$ cat config.mk
export PLATFORM = sky130hd
export DESIGN_NAME = nx_fifo_pop_stage_flat
export DESIGN_NICKNAME = d
export VERILOG_FILES = /design/src/rtl/nx_fifo_pop_stage_if.sv /design/src/rtl/nx_fifo_pop_stage.sv /design/src/flat_wrapper.sv
export SDC_FILE = /design/constraint.sdc
export NUM_CORES = 1
export LEC_CHECK = 0
export BUFFER_PORTS_ARGS = -buffer_cell sky130_fd_sc_hd__buf_2
export CELL_PAD_IN_SITES_DETAIL_PLACEMENT = 0
export CELL_PAD_IN_SITES_GLOBAL_PLACEMENT = 1
export CORE_MARGIN = 8
export CORE_UTILIZATION = 45
export CTS_CLUSTER_DIAMETER = 40
export DETAILED_ROUTE_END_ITERATION = 10
export GPL_ROUTABILITY_DRIVEN = 0
export GPL_TIMING_DRIVEN = 0
export HOLD_SLACK_MARGIN = 0.1
export MAX_ROUTING_LAYER = met4
export PLACE_DENSITY_LB_ADDON = 0.1
export SYNTH_ARGS = -nofsm -noshare
export SYNTH_HDL_FRONTEND = slang
export SYNTH_SLANG_ARGS = --single-unit
$ cat constraint.sdc
create_clock -name clk -period 11.25 [get_ports clk]
set_clock_uncertainty 0.15 [all_clocks]
set_input_delay 2.25 -clock clk [delete_from_list [all_inputs] [get_ports clk]]
set_output_delay 2.25 -clock clk [all_outputs]
set_load 0.1 [all_outputs]
$ cat src/rtl/nx_fifo_pop_stage_if.sv
// Handshake bundle for nx_fifo_pop_stage: show-ahead FIFO read side plus the valid/ready output stream.
// master = the pop stage, slave = the FIFO/consumer environment.
interface nx_fifo_pop_stage_if #(
  parameter int WIDTH = 71
);
  logic             fifo_empty;
  logic [WIDTH-1:0] fifo_rdata;
  logic             fifo_ren;
  logic             fifo_clear;
  logic             out_valid;
  logic             out_ready;
  logic [WIDTH-1:0] out_data;

  modport master (
    input  fifo_empty, fifo_rdata, out_ready,
    output fifo_ren, fifo_clear, out_valid, out_data
  );

  modport slave (
    output fifo_empty, fifo_rdata, out_ready,
    input  fifo_ren, fifo_clear, out_valid, out_data
  );
endinterface

$ cat src/rtl/nx_fifo_pop_stage.sv
// Drains a show-ahead nx_fifo into a registered valid/ready stream through a 2-entry skid buffer.
// Optional sticky even-parity check on popped words when NX_FIFO_POP_PARITY_EN is defined.
module nx_fifo_pop_stage #(
  parameter int WIDTH = 71,
  parameter int CNT_W = 16
) (
  input  logic                 clk,
  input  logic                 rst,
  nx_fifo_pop_stage_if.master  bus,
  input  logic                 flush,
  output logic [1:0]           held,
  output logic [CNT_W-1:0]     pop_count,
  output logic                 parity_err
);

  typedef enum logic [1:0] {
    EMPTY = 2'd0,
    ONE   = 2'd1,
    TWO   = 2'd2
  } state_t;

  state_t           state_q, state_d;
  logic [WIDTH-1:0] out_q, out_d;
  logic [WIDTH-1:0] skid_q, skid_d;
  logic             pop;
  logic             accept;

  // A full skid buffer is the backpressure path: no pop in TWO whatever the FIFO says.
  assign pop    = !rst && !bus.fifo_empty && !flush && (state_q != TWO);
  assign accept = (state_q != EMPTY) && bus.out_ready && !flush;

  always_comb begin
    state_d = state_q;
    out_d   = out_q;
    skid_d  = skid_q;
    if (flush) begin
      state_d = EMPTY;
    end else begin
      case (state_q)
        EMPTY: begin
          if (pop) begin
            state_d = ONE;
            out_d   = bus.fifo_rdata;
          end
        end
        ONE: begin
          if (pop && accept) begin
            out_d = bus.fifo_rdata;
          end else if (pop) begin
            state_d = TWO;
            skid_d  = bus.fifo_rdata;
          end else if (accept) begin
            state_d = EMPTY;
          end
        end
        TWO: begin
          if (accept) begin
            state_d = ONE;
            out_d   = skid_q;
          end
        end
        default: state_d = EMPTY;
      endcase
    end
  end

  always_ff @(posedge clk or posedge rst) begin
    if (rst) begin
      state_q <= EMPTY;
      out_q   <= '0;
      skid_q  <= '0;
    end else begin
      state_q <= state_d;
      out_q   <= out_d;
      skid_q  <= skid_d;
    end
  end

  always_ff @(posedge clk or posedge rst) begin
    if (rst) begin
      pop_count <= '0;
    end else if (pop) begin
      pop_count <= pop_count + 1'b1;
    end
  end

`ifdef NX_FIFO_POP_PARITY_EN
  logic perr_q;

  always_ff @(posedge clk or posedge rst) begin
    if (rst) begin
      perr_q <= 1'b0;
    end else if (pop && (^bus.fifo_rdata)) begin
      perr_q <= 1'b1;
    end
  end

  assign parity_err = perr_q;
`else
  assign parity_err = 1'b0;
`endif

  assign bus.fifo_ren   = pop;
  assign bus.fifo_clear = flush;
  assign bus.out_valid  = (state_q != EMPTY);
  assign bus.out_data   = out_q;
  assign held           = state_q;

endmodule

$ cat src/flat_wrapper.sv
// flat-port wrapper written by rule: the top's interface ports become plain ports
module nx_fifo_pop_stage_flat 
#(
  parameter int WIDTH = 71,
  parameter int CNT_W = 16
)
  (clk, rst, flush, held, pop_count, parity_err, bus_fifo_empty, bus_fifo_rdata, bus_out_ready, bus_fifo_ren, bus_fifo_clear, bus_out_valid, bus_out_data);
  nx_fifo_pop_stage_if #(.WIDTH(WIDTH)) bus_i ();
  input  logic clk;
  input  logic rst;
  input  logic flush;
  output logic [1:0] held;
  output logic [CNT_W-1:0] pop_count;
  output logic parity_err;
  input wire logic [$bits(bus_i.fifo_empty)-1:0] bus_fifo_empty;
  input wire logic [$bits(bus_i.fifo_rdata)-1:0] bus_fifo_rdata;
  input wire logic [$bits(bus_i.out_ready)-1:0] bus_out_ready;
  output wire logic [$bits(bus_i.fifo_ren)-1:0] bus_fifo_ren;
  output wire logic [$bits(bus_i.fifo_clear)-1:0] bus_fifo_clear;
  output wire logic [$bits(bus_i.out_valid)-1:0] bus_out_valid;
  output wire logic [$bits(bus_i.out_data)-1:0] bus_out_data;
  assign bus_i.fifo_empty = bus_fifo_empty;
  assign bus_i.fifo_rdata = bus_fifo_rdata;
  assign bus_i.out_ready = bus_out_ready;
  assign bus_fifo_ren = bus_i.fifo_ren;
  assign bus_fifo_clear = bus_i.fifo_clear;
  assign bus_out_valid = bus_i.out_valid;
  assign bus_out_data = bus_i.out_data;
  nx_fifo_pop_stage #(.WIDTH(WIDTH), .CNT_W(CNT_W)) u_core (.clk(clk), .rst(rst), .bus(bus_i), .flush(flush), .held(held), .pop_count(pop_count), .parity_err(parity_err));
endmodule
==> results.rst <==
.. list-table::
   :header-rows: 1

   * - Metric
     - Value
   * - Data required time of the critical path
     - 8.85 ns
   * - Multi-input combinational cell area
     - 0.00290 sq mm
   * - Number of warnings reported in the yosys synthesis log
     - 0
   * - Minimum setup slack among reg-to-reg paths
     - 9.24 ns
   * - Sequential share of power
     - 38.1%
   * - Clock share of power
     - 28.1%
   * - Syn nets
     - 621
   * - Initial core utilization
     - 45.5%
   * - Maximum number of pins on one net before global-route repair
     - 92
   * - Post-placement cell count
     - 928
   * - Die Wd
     - 142 microns
   * - Fraction of synthesized area in multiplexers
     - 21.3%
   * - Final slew viol count
     - 0
   * - Mean cell area of the mapped netlist
     - 13.1 sq um
   * - Maximum clock frequency
     - 166 MHz
   * - Number of buffers added by the clock tree synthesis step
     - 17
   * - Worst slew margin relative to its limit
     - 64.8%
   * - Maximum fanout along the worst path
     - 8
   * - Net count of the finished layout
     - 808
   * - Sequential area share after synthesis
     - 56.0%
   * - Number of vias per cell
     - 5.12
   * - Post-Route WL
     - 17.1 mm
   * - Biggest cell delay along the critical path
     - 0.50 ns
   * - Average detailed-routed wire length per instance
     - 17.8 microns
   * - Fraction of power spent switching nets
     - 42.6%
   * - Wire length of the first global-routing pass
     - 27.7 mm
   * - R2r endpoint
     - u_core.skid_q[38]$_DFFE_PP0P_
   * - CP Launch Type
     - input pin
   * - Clock Sinks
     - 160
   * - Static leakage
     - 4.73 nW
   * - Shortest clock period the worst path allows after layout
     - 6.03 ns
   * - Worst R2R Path Depth
     - 4
   * - Via count of the first global-routing pass
     - 5415
   * - Clk Latency, worst-skew pair
     - 0.42 ns
   * - Max-capacitance violation count
     - 0
   * - Clock slew at reported path FFs
     - 0.06 ns
   * - Vias after detailed routing
     - 4919
   * - Crit Path Class
     - input pin to output pin
   * - Count of antenna-violating nets left after detailed routing
     - 0
   * - TritonRoute pass-1 iters
     - 4
   * - Adder-cell share of the synthesized area
     - 0.175%
   * - Power density over the cells
     - 210 mW/mm^2
   * - CP arrival
     - 3.63 ns
   * - # H-tree levels
     - 4
   * - Setup repair after global routing missed its margin
     - no
   * - Cells along the critical path
     - buf_2, or2_2, nor3_4, buf_2
   * - Worst min path class
     - register to register
   * - Die Area
     - 0.0202 sq mm
   * - CP Launch Point
     - rst
   * - Die span in y
     - 142 microns
   * - Logic gate share of total power
     - 33.8%
   * - Post-synthesis share of cell area spent on and, or, nand and nor gates
     - 3.53%
   * - Count of unique library cells instantiated by Yosys
     - 35
   * - GR Overflow Total
     - 0
   * - Post-route clock period utilization
     - 53.6%
   * - Capture point of the worst path
     - bus_fifo_ren
   * - Final TNS setup
     - 0 ns
   * - Post CTS Setup Buffer Count
     - 0
   * - Starting DRT DRC Count
     - 166
   * - Maximum buffer depth of the clock tree
     - 2
   * - Number of standard cells after synthesis
     - 544
   * - Worst setup EP type
     - output pin
   * - Compound-Gate Fraction of Synth Area
     - 13.6%
   * - Total internal power
     - 1.06 mW
   * - Post-DP HPWL
     - 12.2 mm
   * - Cell repeated most along the worst path
     - sky130_fd_sc_hd__buf_2
   * - Fin. Hold Viols
     - 0
   * - Overall fraction of global-route tracks in use
     - 18.1%
   * - Master cell of the clock root buffer
     - sky130_fd_sc_hd__clkbuf_16
   * - Fraction of layout instances using a drive strength above 1
     - 48.8%
   * - Origin of the critical flop-to-flop path
     - u_core.held[1]$_DFFE_PP0P_
   * - Transition at the pin with the smallest max-transition slack
     - 0.531 ns
   * - Number of port buffers
     - 167
   * - Residual DRC
     - 0
   * - Number of synthesized register bits
     - 160
   * - Count of pins on the block boundary
     - 169
   * - Register area
     - 0.00400 sq mm
   * - Combinational family with the most area after synthesis
     - multiplexers
   * - Non-filler instance count after layout
     - 961
   * - Post-CTS Resized
     - 0
   * - Fraction of synthesized cell area in xor and xnor cells
     - 1.96%
   * - Switching pwr
     - 0.790 mW
   * - Initial antenna violation count
     - 1
   * - Outcome
     - completed
   * - Final setup violation count
     - 0
   * - Cts-stage hold buffer count
     - 0
   * - Mapped cell area
     - 0.00715 sq mm
   * - Row count
     - 46
   * - Core region area
     - 0.0157 sq mm
   * - Cell at the slowest stage of the critical path
     - sky130_fd_sc_hd__buf_2
   * - Worst voltage drop across the vdd grid
     - 151 uV
   * - Fillers
     - 1411
   * - CTS tree
     - done
   * - Area overhead of the layout relative to synthesis
     - 23.4%
[cells in the mapped netlist (all sizes together)]
| master | instances | area share, % |
|---|---|---|
| and2b | 1 | 0.14 |
| nand2 | 6 | 0.31 |
| dfrtp | 160 | 56 |
| or2 | 3 | 0.26 |
| xnor2 | 12 | 1.5 |
| clkbuf | 14 | 0.73 |
| nand2b | 3 | 0.26 |
| a22oi | 1 | 0.30 |
| mux2 | 72 | 11 |
| mux2i | 71 | 9.9 |
| nor2 | 2 | 0.11 |
| a21oi | 1 | 0.070 |
| inv | 2 | 0.11 |
| nand3 | 6 | 0.42 |
| conb | 1 | 0.052 |
| and3 | 1 | 0.088 |
| nor4 | 3 | 0.68 |
| nand4 | 6 | 0.52 |
| nand4b | 1 | 0.21 |
| o21ai | 142 | 13 |
| nor2b | 1 | 0.088 |
| o32ai | 1 | 0.12 |
| ha | 1 | 0.17 |
| nor3 | 3 | 0.44 |
| xor2 | 4 | 0.49 |
| buf | 26 | 2.6 |
[cells by family after synthesis]
kind of cell,Yosys count
mux,143
fa+ha+maj,1
buf+inv,42
other cells,1
xor+xnor,16
flops,160
simple gates,36
compound gates,145
[stage by stage]
step / setup WS [ns] / power [mW] / area, sq um / util [%] / hold slack [ns]
after floorplan: 4.53 / 1.23 / 7150 / - / 0.329
after global routing: 5.16 / 1.93 / 8820 / 56.2 / 0.365
after detailed placement: 5.20 / 1.35 / 8290 / 52.8 / 0.310
final: 5.22 / 1.85 / 8820 / 56.2 / 0.314
after CTS: 5.20 / 1.87 / 8820 / 56.1 / 0.319
after global placement: 2.63 / 1.34 / 8260 / 52.5 / 0.310
[cell type report]
class	instances	area share, %
sequential	160	45.4
multi-input combinational	342	32.9
timing repair buffer	168	9.78
clock buffer	23	5.30
tap	216	3.06
buffer	40	2.69
clock inverter	9	0.695
inverter	2	0.170
antenna	1	0.0284
[worst max-delay path, delay by kind of cell]
| kind | cells | cell delay, ns |
|---|---|---|
| buffers and inverters | 2 | 0.64 |
| and+or+nand+nor | 2 | 0.73 |
[how the worst min path moves through the flow]
stage | from | cells past startpoint | endpoint | slack (ns)
after floorplan | u_core.skid_q[0]$_DFFE_PP0P_ | 1 | u_core.skid_q[0]$_DFFE_PP0P_ | 0.33
final | u_core.pop_count[15]$_DFFE_PP0N_ | 1 | u_core.pop_count[15]$_DFFE_PP0N_ | 0.31
after global routing | u_core.skid_q[58]$_DFFE_PP0P_ | 1 | u_core.skid_q[58]$_DFFE_PP0P_ | 0.36
after detailed placement | u_core.pop_count[15]$_DFFE_PP0N_ | 1 | u_core.pop_count[15]$_DFFE_PP0N_ | 0.31
after CTS | u_core.pop_count[15]$_DFFE_PP0N_ | 1 | u_core.pop_count[15]$_DFFE_PP0N_ | 0.32
after global placement | u_core.pop_count[15]$_DFFE_PP0N_ | 1 | u_core.pop_count[15]$_DFFE_PP0N_ | 0.31
[layer usage]
layer  global-route usage, %  up-vias  part of all wire, %
li1                        -     2346                    -
met1                    21.6     2448                   43
met2                    29.1      110                   50
met3                    5.57       15                  6.2
met4                    5.43        0                  1.1
met5                       -        -                    0
[registers in the layout, indices dropped and copies added, names as in the netlist]
| name | flops |
|---|---|
| u_core.held | 2 |
| u_core.bus.out_data | 71 |
| u_core.skid_q | 71 |
| u_core.pop_count | 16 |
[layout by cell type, fill, tap and decap left out, types with 2 or more instances in the layout]
cell,instances
sky130_fd_sc_hd__buf_2,183
sky130_fd_sc_hd__dfrtp_1,160
sky130_fd_sc_hd__o21ai_0,72
sky130_fd_sc_hd__mux2_2,71
sky130_fd_sc_hd__mux2i_1,71
sky130_fd_sc_hd__o21ai_2,60
sky130_fd_sc_hd__clkbuf_1,18
sky130_fd_sc_hd__clkbuf_16,17
sky130_fd_sc_hd__xnor2_1,12
sky130_fd_sc_hd__o21ai_1,10
sky130_fd_sc_hd__buf_6,8
sky130_fd_sc_hd__nand3_1,6
sky130_fd_sc_hd__nand4_1,6
sky130_fd_sc_hd__nand2_1,6
sky130_fd_sc_hd__clkinvlp_4,5
sky130_fd_sc_hd__xor2_1,4
sky130_fd_sc_hd__nand2b_1,3
sky130_fd_sc_hd__clkinv_2,3
sky130_fd_sc_hd__nor2_1,2
sky130_fd_sc_hd__or2_2,2
sky130_fd_sc_hd__nor4_4,2
sky130_fd_sc_hd__buf_4,2
sky130_fd_sc_hd__clkbuf_8,2
[power by group through the flow]
stage	Sequential, mW	Combinational [mW]	Clock, mW
finish	0.707	0.626	0.520
global route	0.718	0.655	0.558
CTS	0.708	0.632	0.534
detailed placement	0.718	0.632	0
global placement	0.715	0.623	0
floorplan	1.10	0.126	0
(Power assumes the default switching activity.)
